**src/rtl/fpu_sched_pkg.sv**
```systemverilog
// fpu_sched_pkg: shared types for the FPU sharing scheduler.
//   fpu_flags_t   - the eight FPU exception flags, MSB first in FPU port order
//   sched_state_t - scheduler FSM states
//   merge_flags() - sticky-flag update rule (a clear in the capture cycle
//                   keeps only the fresh flags)
package fpu_sched_pkg;

    localparam int FLAG_W = 8;

    typedef struct packed {
        logic snan;
        logic qnan;
        logic zero;
        logic inf;
        logic div_zero;
        logic underflow;
        logic overflow;
        logic ine;
    } fpu_flags_t;

    typedef enum logic [1:0] {
        IDLE  = 2'd0,
        ISSUE = 2'd1,
        WAIT  = 2'd2,
        RESP  = 2'd3
    } sched_state_t;

    function automatic fpu_flags_t merge_flags(fpu_flags_t old_f, fpu_flags_t new_f, logic clr);
        return clr ? new_f : fpu_flags_t'(old_f | new_f);
    endfunction

endpackage

```
**src/rtl/fpu_share_sched_if.sv**
```systemverilog
// fpu_share_sched_if: requester, FPU and response signals of the scheduler.
//   slave  - scheduler side (takes requests, drives the FPU, returns responses)
//   master - environment side (requesters, FPU core, response sink)
interface fpu_share_sched_if #(
    parameter int NUM_REQ = 4,
    parameter int DATA_W  = 32
);
    import fpu_sched_pkg::*;

    localparam int ID_W = $clog2(NUM_REQ);

    logic [NUM_REQ-1:0]        req_valid;
    logic [NUM_REQ-1:0]        req_ready;
    logic [NUM_REQ*DATA_W-1:0] req_opa;
    logic [NUM_REQ*DATA_W-1:0] req_opb;
    logic [NUM_REQ*3-1:0]      req_op;
    logic [NUM_REQ*2-1:0]      req_rmode;

    logic                      fpu_start;
    logic [DATA_W-1:0]         fpu_opa;
    logic [DATA_W-1:0]         fpu_opb;
    logic [2:0]                fpu_op;
    logic [1:0]                fpu_rmode;
    logic                      fpu_ready;
    logic [DATA_W-1:0]         fpu_out;
    logic [FLAG_W-1:0]         fpu_flags;

    logic                      resp_valid;
    logic                      resp_ready;
    logic [ID_W-1:0]           resp_id;
    logic [DATA_W-1:0]         resp_data;
    logic [FLAG_W-1:0]         resp_flags;
    logic                      resp_timeout;

    logic [NUM_REQ-1:0]        sticky_clr;
    logic [NUM_REQ*FLAG_W-1:0] sticky_flags;
    logic [7:0]                stray_ready_cnt;

    modport slave (
        input  req_valid, req_opa, req_opb, req_op, req_rmode,
        output req_ready,
        output fpu_start, fpu_opa, fpu_opb, fpu_op, fpu_rmode,
        input  fpu_ready, fpu_out, fpu_flags,
        output resp_valid, resp_id, resp_data, resp_flags, resp_timeout,
        input  resp_ready,
        input  sticky_clr,
        output sticky_flags, stray_ready_cnt
    );

    modport master (
        output req_valid, req_opa, req_opb, req_op, req_rmode,
        input  req_ready,
        input  fpu_start, fpu_opa, fpu_opb, fpu_op, fpu_rmode,
        output fpu_ready, fpu_out, fpu_flags,
        input  resp_valid, resp_id, resp_data, resp_flags, resp_timeout,
        output resp_ready,
        output sticky_clr,
        input  sticky_flags, stray_ready_cnt
    );

endinterface

```
**src/rtl/fpu_share_sched_rr_arbiter.sv**
```systemverilog
// rr_arbiter: round-robin grant search.
//   i_req  - request vector
//   i_ptr  - highest-priority index (search starts here, wraps)
//   o_gnt  - one-hot grant
//   o_id   - encoded grant index
//   o_any  - at least one request present
module rr_arbiter #(
    parameter int NUM_REQ = 4,
    localparam int ID_W   = $clog2(NUM_REQ)
) (
    input  logic [NUM_REQ-1:0] i_req,
    input  logic [ID_W-1:0]    i_ptr,
    output logic [NUM_REQ-1:0] o_gnt,
    output logic [ID_W-1:0]    o_id,
    output logic               o_any
);

    logic [ID_W:0]   w_sum;
    logic [ID_W-1:0] w_idx;

    always_comb begin
        o_gnt = '0;
        o_id  = '0;
        o_any = 1'b0;
        w_sum = '0;
        w_idx = '0;
        for (int k = 0; k < NUM_REQ; k++) begin
            // i_ptr + k stays below 2*NUM_REQ, so one conditional subtract wraps it
            w_sum = {1'b0, i_ptr} + (ID_W+1)'(k);
            if (w_sum >= (ID_W+1)'(NUM_REQ)) begin
                w_sum = w_sum - (ID_W+1)'(NUM_REQ);
            end
            w_idx = w_sum[ID_W-1:0];
            if (!o_any && i_req[w_idx]) begin
                o_gnt[w_idx] = 1'b1;
                o_id         = w_idx;
                o_any        = 1'b1;
            end
        end
    end

endmodule

```
**src/rtl/fpu_share_sched.sv**
```systemverilog
// fpu_share_sched: shares one FPU core among NUM_REQ requesters.
//   clk, rst - clock and synchronous active-high reset
//   bus      - slave modport of fpu_share_sched_if: per-requester requests,
//              FPU start/operands/result, response handshake, sticky flags,
//              stray fpu_ready counter
//
// state | meaning
// IDLE  | arbitrate; grant is acknowledged combinationally, operands captured
// ISSUE | one-cycle fpu_start, clear the wait counter
// WAIT  | wait for fpu_ready or TIMEOUT_CYCLES cycles
// RESP  | hold response until resp_ready, then advance round-robin pointer
module fpu_share_sched
    import fpu_sched_pkg::*;
#(
    parameter int NUM_REQ        = 4,
    parameter int DATA_W         = 32,
    parameter int TIMEOUT_CYCLES = 64
) (
    input  logic               clk,
    input  logic               rst,
    fpu_share_sched_if.slave   bus
);

    localparam int ID_W  = $clog2(NUM_REQ);
    localparam int CNT_W = $clog2(TIMEOUT_CYCLES);

    localparam logic [1:0] ST_IDLE  = IDLE;
    localparam logic [1:0] ST_ISSUE = ISSUE;
    localparam logic [1:0] ST_WAIT  = WAIT;
    localparam logic [1:0] ST_RESP  = RESP;

    logic [1:0]        r_state;
    logic [ID_W-1:0]   r_ptr;
    logic [ID_W-1:0]   r_id;
    logic [DATA_W-1:0] r_opa;
    logic [DATA_W-1:0] r_opb;
    logic [2:0]        r_op;
    logic [1:0]        r_rmode;
    logic [CNT_W-1:0]  r_cnt;
    logic [DATA_W-1:0] r_resp_data;
    fpu_flags_t        r_resp_flags;
    logic              r_resp_timeout;
    fpu_flags_t        r_sticky [NUM_REQ];
    logic [7:0]        r_stray;

    logic [NUM_REQ-1:0] w_gnt;
    logic [ID_W-1:0]    w_gnt_id;
    logic               w_any;
    logic [DATA_W-1:0]  w_sel_opa;
    logic [DATA_W-1:0]  w_sel_opb;
    logic [2:0]         w_sel_op;
    logic [1:0]         w_sel_rmode;
    fpu_flags_t         w_fpu_flags;
    logic               w_capture;
    logic               w_expire;
    logic [ID_W-1:0]    w_next_ptr;

    rr_arbiter #(.NUM_REQ(NUM_REQ)) u_arb (
        .i_req (bus.req_valid),
        .i_ptr (r_ptr),
        .o_gnt (w_gnt),
        .o_id  (w_gnt_id),
        .o_any (w_any)
    );

    always_comb begin
        w_sel_opa   = '0;
        w_sel_opb   = '0;
        w_sel_op    = '0;
        w_sel_rmode = '0;
        for (int i = 0; i < NUM_REQ; i++) begin
            if (w_gnt[i]) begin
                w_sel_opa   = bus.req_opa[i*DATA_W +: DATA_W];
                w_sel_opb   = bus.req_opb[i*DATA_W +: DATA_W];
                w_sel_op    = bus.req_op[i*3 +: 3];
                w_sel_rmode = bus.req_rmode[i*2 +: 2];
            end
        end
    end

    assign w_fpu_flags = fpu_flags_t'(bus.fpu_flags);
    assign w_capture   = (r_state == ST_WAIT) && bus.fpu_ready;
    // ready in the expiry cycle wins, hence the !fpu_ready term
    assign w_expire    = (r_state == ST_WAIT) && !bus.fpu_ready &&
                         (r_cnt == CNT_W'(TIMEOUT_CYCLES - 1));
    assign w_next_ptr  = (r_id == ID_W'(NUM_REQ - 1)) ? '0 : r_id + ID_W'(1);

    always_ff @(posedge clk) begin
        if (rst) begin
            r_state        <= ST_IDLE;
            r_ptr          <= '0;
            r_id           <= '0;
            r_opa          <= '0;
            r_opb          <= '0;
            r_op           <= '0;
            r_rmode        <= '0;
            r_cnt          <= '0;
            r_resp_data    <= '0;
            r_resp_flags   <= '0;
            r_resp_timeout <= 1'b0;
        end else begin
            case (r_state)
                ST_IDLE: begin
                    if (w_any) begin
                        r_id    <= w_gnt_id;
                        r_opa   <= w_sel_opa;
                        r_opb   <= w_sel_opb;
                        r_op    <= w_sel_op;
                        r_rmode <= w_sel_rmode;
                        r_state <= ST_ISSUE;
                    end
                end
                ST_ISSUE: begin
                    r_cnt   <= '0;
                    r_state <= ST_WAIT;
                end
                ST_WAIT: begin
                    if (w_capture) begin
                        r_resp_data    <= bus.fpu_out;
                        r_resp_flags   <= w_fpu_flags;
                        r_resp_timeout <= 1'b0;
                        r_state        <= ST_RESP;
                    end else if (w_expire) begin
                        r_resp_data    <= '0;
                        r_resp_flags   <= '0;
                        r_resp_timeout <= 1'b1;
                        r_state        <= ST_RESP;
                    end else begin
                        r_cnt <= r_cnt + CNT_W'(1);
                    end
                end
                ST_RESP: begin
                    if (bus.resp_ready) begin
                        r_ptr   <= w_next_ptr;
                        r_state <= ST_IDLE;
                    end
                end
                default: r_state <= ST_IDLE;
            endcase
        end
    end

    always_ff @(posedge clk) begin
        if (rst) begin
            for (int i = 0; i < NUM_REQ; i++) begin
                r_sticky[i] <= '0;
            end
        end else begin
            for (int i = 0; i < NUM_REQ; i++) begin
                if (w_capture && (r_id == ID_W'(i))) begin
                    r_sticky[i] <= merge_flags(r_sticky[i], w_fpu_flags, bus.sticky_clr[i]);
                end else if (bus.sticky_clr[i]) begin
                    r_sticky[i] <= '0;
                end
            end
        end
    end

    always_ff @(posedge clk) begin
        if (rst) begin
            r_stray <= '0;
        end else if (bus.fpu_ready && (r_state != ST_WAIT) && (r_stray != 8'hFF)) begin
            r_stray <= r_stray + 8'd1;
        end
    end

    assign bus.req_ready       = (r_state == ST_IDLE) ? w_gnt : '0;
    assign bus.fpu_start       = (r_state == ST_ISSUE);
    assign bus.fpu_opa         = r_opa;
    assign bus.fpu_opb         = r_opb;
    assign bus.fpu_op          = r_op;
    assign bus.fpu_rmode       = r_rmode;
    assign bus.resp_valid      = (r_state == ST_RESP);
    assign bus.resp_id         = r_id;
    assign bus.resp_data       = r_resp_data;
    assign bus.resp_flags      = r_resp_flags;
    assign bus.resp_timeout    = r_resp_timeout;
    assign bus.stray_ready_cnt = r_stray;

    for (genvar g = 0; g < NUM_REQ; g++) begin : g_sticky
        assign bus.sticky_flags[g*FLAG_W +: FLAG_W] = r_sticky[g];
    end

endmodule
```
**src/flat_wrapper.sv**
```systemverilog
// flat-port wrapper written by rule: the top's interface ports become plain ports
module fpu_share_sched_flat import fpu_sched_pkg::*;
#(
    parameter int NUM_REQ        = 4,
    parameter int DATA_W         = 32,
    parameter int TIMEOUT_CYCLES = 64
)
  (clk, rst, bus_req_valid, bus_req_opa, bus_req_opb, bus_req_op, bus_req_rmode, bus_req_ready, bus_fpu_start, bus_fpu_opa, bus_fpu_opb, bus_fpu_op, bus_fpu_rmode, bus_fpu_ready, bus_fpu_out, bus_fpu_flags, bus_resp_valid, bus_resp_id, bus_resp_data, bus_resp_flags, bus_resp_timeout, bus_resp_ready, bus_sticky_clr, bus_sticky_flags, bus_stray_ready_cnt);
  fpu_share_sched_if #(.NUM_REQ(NUM_REQ), .DATA_W(DATA_W)) bus_i ();
  input  logic clk;
  input  logic rst;
  input wire logic [$bits(bus_i.req_valid)-1:0] bus_req_valid;
  input wire logic [$bits(bus_i.req_opa)-1:0] bus_req_opa;
  input wire logic [$bits(bus_i.req_opb)-1:0] bus_req_opb;
  input wire logic [$bits(bus_i.req_op)-1:0] bus_req_op;
  input wire logic [$bits(bus_i.req_rmode)-1:0] bus_req_rmode;
  output wire logic [$bits(bus_i.req_ready)-1:0] bus_req_ready;
  output wire logic [$bits(bus_i.fpu_start)-1:0] bus_fpu_start;
  output wire logic [$bits(bus_i.fpu_opa)-1:0] bus_fpu_opa;
  output wire logic [$bits(bus_i.fpu_opb)-1:0] bus_fpu_opb;
  output wire logic [$bits(bus_i.fpu_op)-1:0] bus_fpu_op;
  output wire logic [$bits(bus_i.fpu_rmode)-1:0] bus_fpu_rmode;
  input wire logic [$bits(bus_i.fpu_ready)-1:0] bus_fpu_ready;
  input wire logic [$bits(bus_i.fpu_out)-1:0] bus_fpu_out;
  input wire logic [$bits(bus_i.fpu_flags)-1:0] bus_fpu_flags;
  output wire logic [$bits(bus_i.resp_valid)-1:0] bus_resp_valid;
  output wire logic [$bits(bus_i.resp_id)-1:0] bus_resp_id;
  output wire logic [$bits(bus_i.resp_data)-1:0] bus_resp_data;
  output wire logic [$bits(bus_i.resp_flags)-1:0] bus_resp_flags;
  output wire logic [$bits(bus_i.resp_timeout)-1:0] bus_resp_timeout;
  input wire logic [$bits(bus_i.resp_ready)-1:0] bus_resp_ready;
  input wire logic [$bits(bus_i.sticky_clr)-1:0] bus_sticky_clr;
  output wire logic [$bits(bus_i.sticky_flags)-1:0] bus_sticky_flags;
  output wire logic [$bits(bus_i.stray_ready_cnt)-1:0] bus_stray_ready_cnt;
  assign bus_i.req_valid = bus_req_valid;
  assign bus_i.req_opa = bus_req_opa;
  assign bus_i.req_opb = bus_req_opb;
  assign bus_i.req_op = bus_req_op;
  assign bus_i.req_rmode = bus_req_rmode;
  assign bus_req_ready = bus_i.req_ready;
  assign bus_fpu_start = bus_i.fpu_start;
  assign bus_fpu_opa = bus_i.fpu_opa;
  assign bus_fpu_opb = bus_i.fpu_opb;
  assign bus_fpu_op = bus_i.fpu_op;
  assign bus_fpu_rmode = bus_i.fpu_rmode;
  assign bus_i.fpu_ready = bus_fpu_ready;
  assign bus_i.fpu_out = bus_fpu_out;
  assign bus_i.fpu_flags = bus_fpu_flags;
  assign bus_resp_valid = bus_i.resp_valid;
  assign bus_resp_id = bus_i.resp_id;
  assign bus_resp_data = bus_i.resp_data;
  assign bus_resp_flags = bus_i.resp_flags;
  assign bus_resp_timeout = bus_i.resp_timeout;
  assign bus_i.resp_ready = bus_resp_ready;
  assign bus_i.sticky_clr = bus_sticky_clr;
  assign bus_sticky_flags = bus_i.sticky_flags;
  assign bus_stray_ready_cnt = bus_i.stray_ready_cnt;
  fpu_share_sched #(.NUM_REQ(NUM_REQ), .DATA_W(DATA_W), .TIMEOUT_CYCLES(TIMEOUT_CYCLES)) u_core (.clk(clk), .rst(rst), .bus(bus_i));
endmodule
```
**config.mk**
```make
export PLATFORM = sky130hd
export DESIGN_NAME = fpu_share_sched_flat
export DESIGN_NICKNAME = d
export VERILOG_FILES = /design/src/rtl/fpu_sched_pkg.sv /design/src/rtl/fpu_share_sched_if.sv /design/src/rtl/fpu_share_sched_rr_arbiter.sv /design/src/rtl/fpu_share_sched.sv /design/src/flat_wrapper.sv
export SDC_FILE = /design/constraint.sdc
export NUM_CORES = 1
export LEC_CHECK = 0
export BUFFER_PORTS_ARGS = -buffer_cell sky130_fd_sc_hd__buf_2
export CORE_AREA = 2 2 190 192
export CTS_BUF_LIST = sky130_fd_sc_hd__clkbuf_16
export CTS_CLUSTER_SIZE = 10
export DETAILED_ROUTE_END_ITERATION = 10
export DIE_AREA = 0 0 192 194
export GPL_ROUTABILITY_DRIVEN = 0
export HOLD_SLACK_MARGIN = 0.08
export SYNTH_ARGS = -nofsm -noshare
export SYNTH_HDL_FRONTEND = slang
export SYNTH_HIERARCHICAL = 1
export SYNTH_SLANG_ARGS = --single-unit
```
**constraint.sdc**
```tcl
create_clock -name clk -period 3.8 [get_ports clk]
set_input_delay 0.38 -clock clk [delete_from_list [all_inputs] [get_ports clk]]
set_output_delay 0.38 -clock clk [all_outputs]
set_load 0.01 [all_outputs]
```
==> impl_metrics.env <==
export IMPL_fin_crit_ps=3590
export IMPL_slew_violations=0
export IMPL_cpMaxStageDelayCell="mux4_2"
export IMPL_netlist_area_um2=8630
export IMPL_initial_core_util_pct=24.5
export IMPL_drcViolationCount=0
export IMPL_clkLatencyLatePin_ps=460
export IMPL_grt_max_degree=86
export IMPL_drive_gt1_share_pct=39.2
export IMPL_yosysSeqAreaShare_pct=41.3
export IMPL_tritoncts="done"
export IMPL_cts_root_buffer="clkbuf_16"
export IMPL_synth_seq_cells=162
export IMPL_port_buffers=485
export IMPL_die_width_um=192
export IMPL_area_growth_pct=41.3
export IMPL_hold_slack_ps=167
export IMPL_io_pins=486
export IMPL_crit_buf_inv=3
export IMPL_required_ps=3420
export IMPL_status="finished, final reports clean"
export IMPL_power_density_nw_per_um2=618
export IMPL_drv_cap=0
export IMPL_grt_overflow=0
export IMPL_numPlacedInstances=1903
export IMPL_synth_nets=1368
export IMPL_synth_enable_flop_cells=32
export IMPL_ctsHoldBuffers=0
export IMPL_crit_path_cell_trace="buf_4 > mux4_2 > nor4b_4 > a22oi_1 > o21ai_4 > buf_12 > and2_1 > buf_2"
export IMPL_hold_class="in2reg"
export IMPL_cts_htree_levels=4
export IMPL_numCtsBuffers=17
export IMPL_postCtsSetupBuffers=0
export IMPL_clkTransAtPathRegs_ps=70
export IMPL_clock_skew_ps=12.3
export IMPL_slew_headroom_pct=36.4
export IMPL_syn_inst=1025
export IMPL_drtAntennaViolNets=0
export IMPL_avgSynthCellArea_um2=8.42
export IMPL_cp_max_fo=29
export IMPL_rsz0062_at_grt="false"
export IMPL_fmax_mhz=279
export IMPL_setup_tns_ps=0
export IMPL_finalPower_w=0.00753
export IMPL_stdcell_count=1938
export IMPL_ys_flop_type="dfxtp_1"
export IMPL_worstSetupStartpointType="flip-flop"
export IMPL_antenna_found_initial=3
export IMPL_rows=69
export IMPL_drtIter0Drc=571
export IMPL_clock_sinks=162
export IMPL_crit_path_end_kind="output port"
export IMPL_fillers=3721
export IMPL_cp_slowest_stage_delay_ps=720
export IMPL_path_class="reg2out"
export IMPL_cts_buffer_depth=2
export IMPL_ys_warn_count=6
export IMPL_crit_family="multiplexers"
export IMPL_grt_pass1_wl_um=50100
export IMPL_first_pass_iters=5
export IMPL_nets=1804
export IMPL_hold_viol=0
export IMPL_async_flop_share_pct=0
export IMPL_coreArea_um2=35200
export IMPL_die_h_um=194
export IMPL_wirelength_um=33700
export IMPL_via_per_inst=4.98
export IMPL_cts_repair_resized=0
export IMPL_grt_pass1_vias=9153
export IMPL_routed_via_count=9656
export IMPL_hpwl_um=25600
export IMPL_die_area_um2=37200
export IMPL_track_usage_pct=17.2
export IMPL_tightest_slew_ps=950
export IMPL_cp_arrival_ps=3210
export IMPL_synth_distinct_cells=55
export IMPL_ir_drop_mv=0.328
export IMPL_wl_per_cell_um=17.4
export IMPL_p_leak_nw=5.70
export IMPL_finalSetupViolations=0
export IMPL_fin_crit_sh_pct=94.4
## placed cells by master (no fill, tap or decap), types with 45 or more instances in the layout
master,instances
dfxtp_1,130
buf_2,484
a221oi_1,49
nand2_1,60
a221o_1,68
nor3_1,75
inv_1,84
nor2_1,113
nand3_1,45
a21oi_1,152
## state kept, by name, indices dropped and copies added, names as in the netlist
signal / flops
u_core/bus.fpu_opa: 32
u_core/bus.fpu_op: 3
u_core/bus.resp_id: 2
u_core/bus.fpu_rmode: 2
u_core/r_state: 2
u_core/bus.resp_timeout: 1
u_core/bus.resp_data: 32
u_core/r_ptr: 2
u_core/r_sticky: 32
u_core/bus.stray_ready_cnt: 8
u_core/r_cnt: 6
u_core/bus.fpu_opb: 32
u_core/bus.resp_flags: 8
## synthesized netlist by cell type (3+ instances only)
cell type  number  area share (%)
nand3_1        45             2.6
ha_1           15             2.2
o21ai_0         7            0.41
buf_1           9            0.39
inv_1          84             3.7
and4_1          3            0.30
and2_1          6            0.44
dfxtp_1       130              30
a31oi_1         4            0.29
buf_2          12            0.70
a221o_1        68             7.9
or4_1           3            0.26
edfxtp_1       32              11
a211oi_1        3            0.26
clkbuf_1       67             2.9
nor2_1        113             4.9
a221oi_2       20             3.5
a22oi_1         8            0.70
a211o_1         4            0.41
a21oi_1       152             8.8
nand2b_1        4            0.29
nor3_1         75             4.3
buf_6           5            0.65
nand2_1        61             2.7
mux2i_1         4            0.46
a221oi_1       49             5.0
nor2b_1         4            0.29
## per-layer routing
layer / vias to the layer above / share of wire (%) / global-route usage (%)
met5: - / 0 / 0
li1: 4660 / - / -
met2: 430 / 48 / 28.3
met4: 0 / 3.2 / 7.72
met1: 4523 / 40 / 20.6
met3: 43 / 9.0 / 5.36
## kinds of logic after synthesis
family                   share of synthesized area, %
AND/OR/NAND/NOR                                  17.6
flip-flops                                       41.3
buffers and inverters                            8.44
XOR/XNOR                                        0.203
adder cells (fa/ha/maj)                          2.17
multiplexers                                     1.86
AO/OA/AOI/OAI                                    28.4
## where the power goes
group	internal [W]	total [W]	switching, W
sequential	0.00221	0.00248	0.000274
clock	0.000896	0.00178	0.000887
combinational	0.00133	0.00327	0.00194
total	0.00443	0.00753	0.00310
## tightest hold or removal path: cells and delay by family
family | cells | cell delay [ps]
buffers and inverters | 1 | 90
AND/OR/NAND/NOR | 1 | 40
AO/OA/AOI/OAI | 1 | 50
## worst paths after layout
check	startpoint	end	slack, ps	cells past startpoint
worst max register to register	u_core/r_ptr[0]	u_core/bus.fpu_opb[30]	430	9
worst max-delay path	u_core/r_ptr[0]	bus_req_ready[2]	210	8
worst min register to register	u_core/bus.resp_data[14]	u_core/bus.resp_data[14]	470	2
worst min-delay path	bus_fpu_out[20]	u_core/bus.resp_data[20]	170	3
## area by class of cell
type | count | area, um^2 | share of cell area [%]
Multi-Input combinational cell | 684 | 4390 | 36.0
Sequential cell | 162 | 3560 | 29.2
Timing Repair Buffer | 511 | 2730 | 22.4
Tap cell | 461 | 577 | 4.73
Clock buffer | 17 | 425 | 3.49
Inverter | 85 | 319 | 2.62
Clock inverter | 15 | 186 | 1.53
Antenna cell | 3 | 7.51 | 0.0616
## per-stage QoR
step | utilization, % | setup WS [ps] | instance area [um^2]
after floorplan | - | 653 | 8630
after global placement | 32.9 | 488 | 11600
after detailed placement | 32.9 | 446 | 11600
after CTS | 34.6 | 207 | 12200
after global routing | 34.6 | 87.9 | 12200
final | 34.6 | 215 | 12200
(Power assumes the default switching activity.)
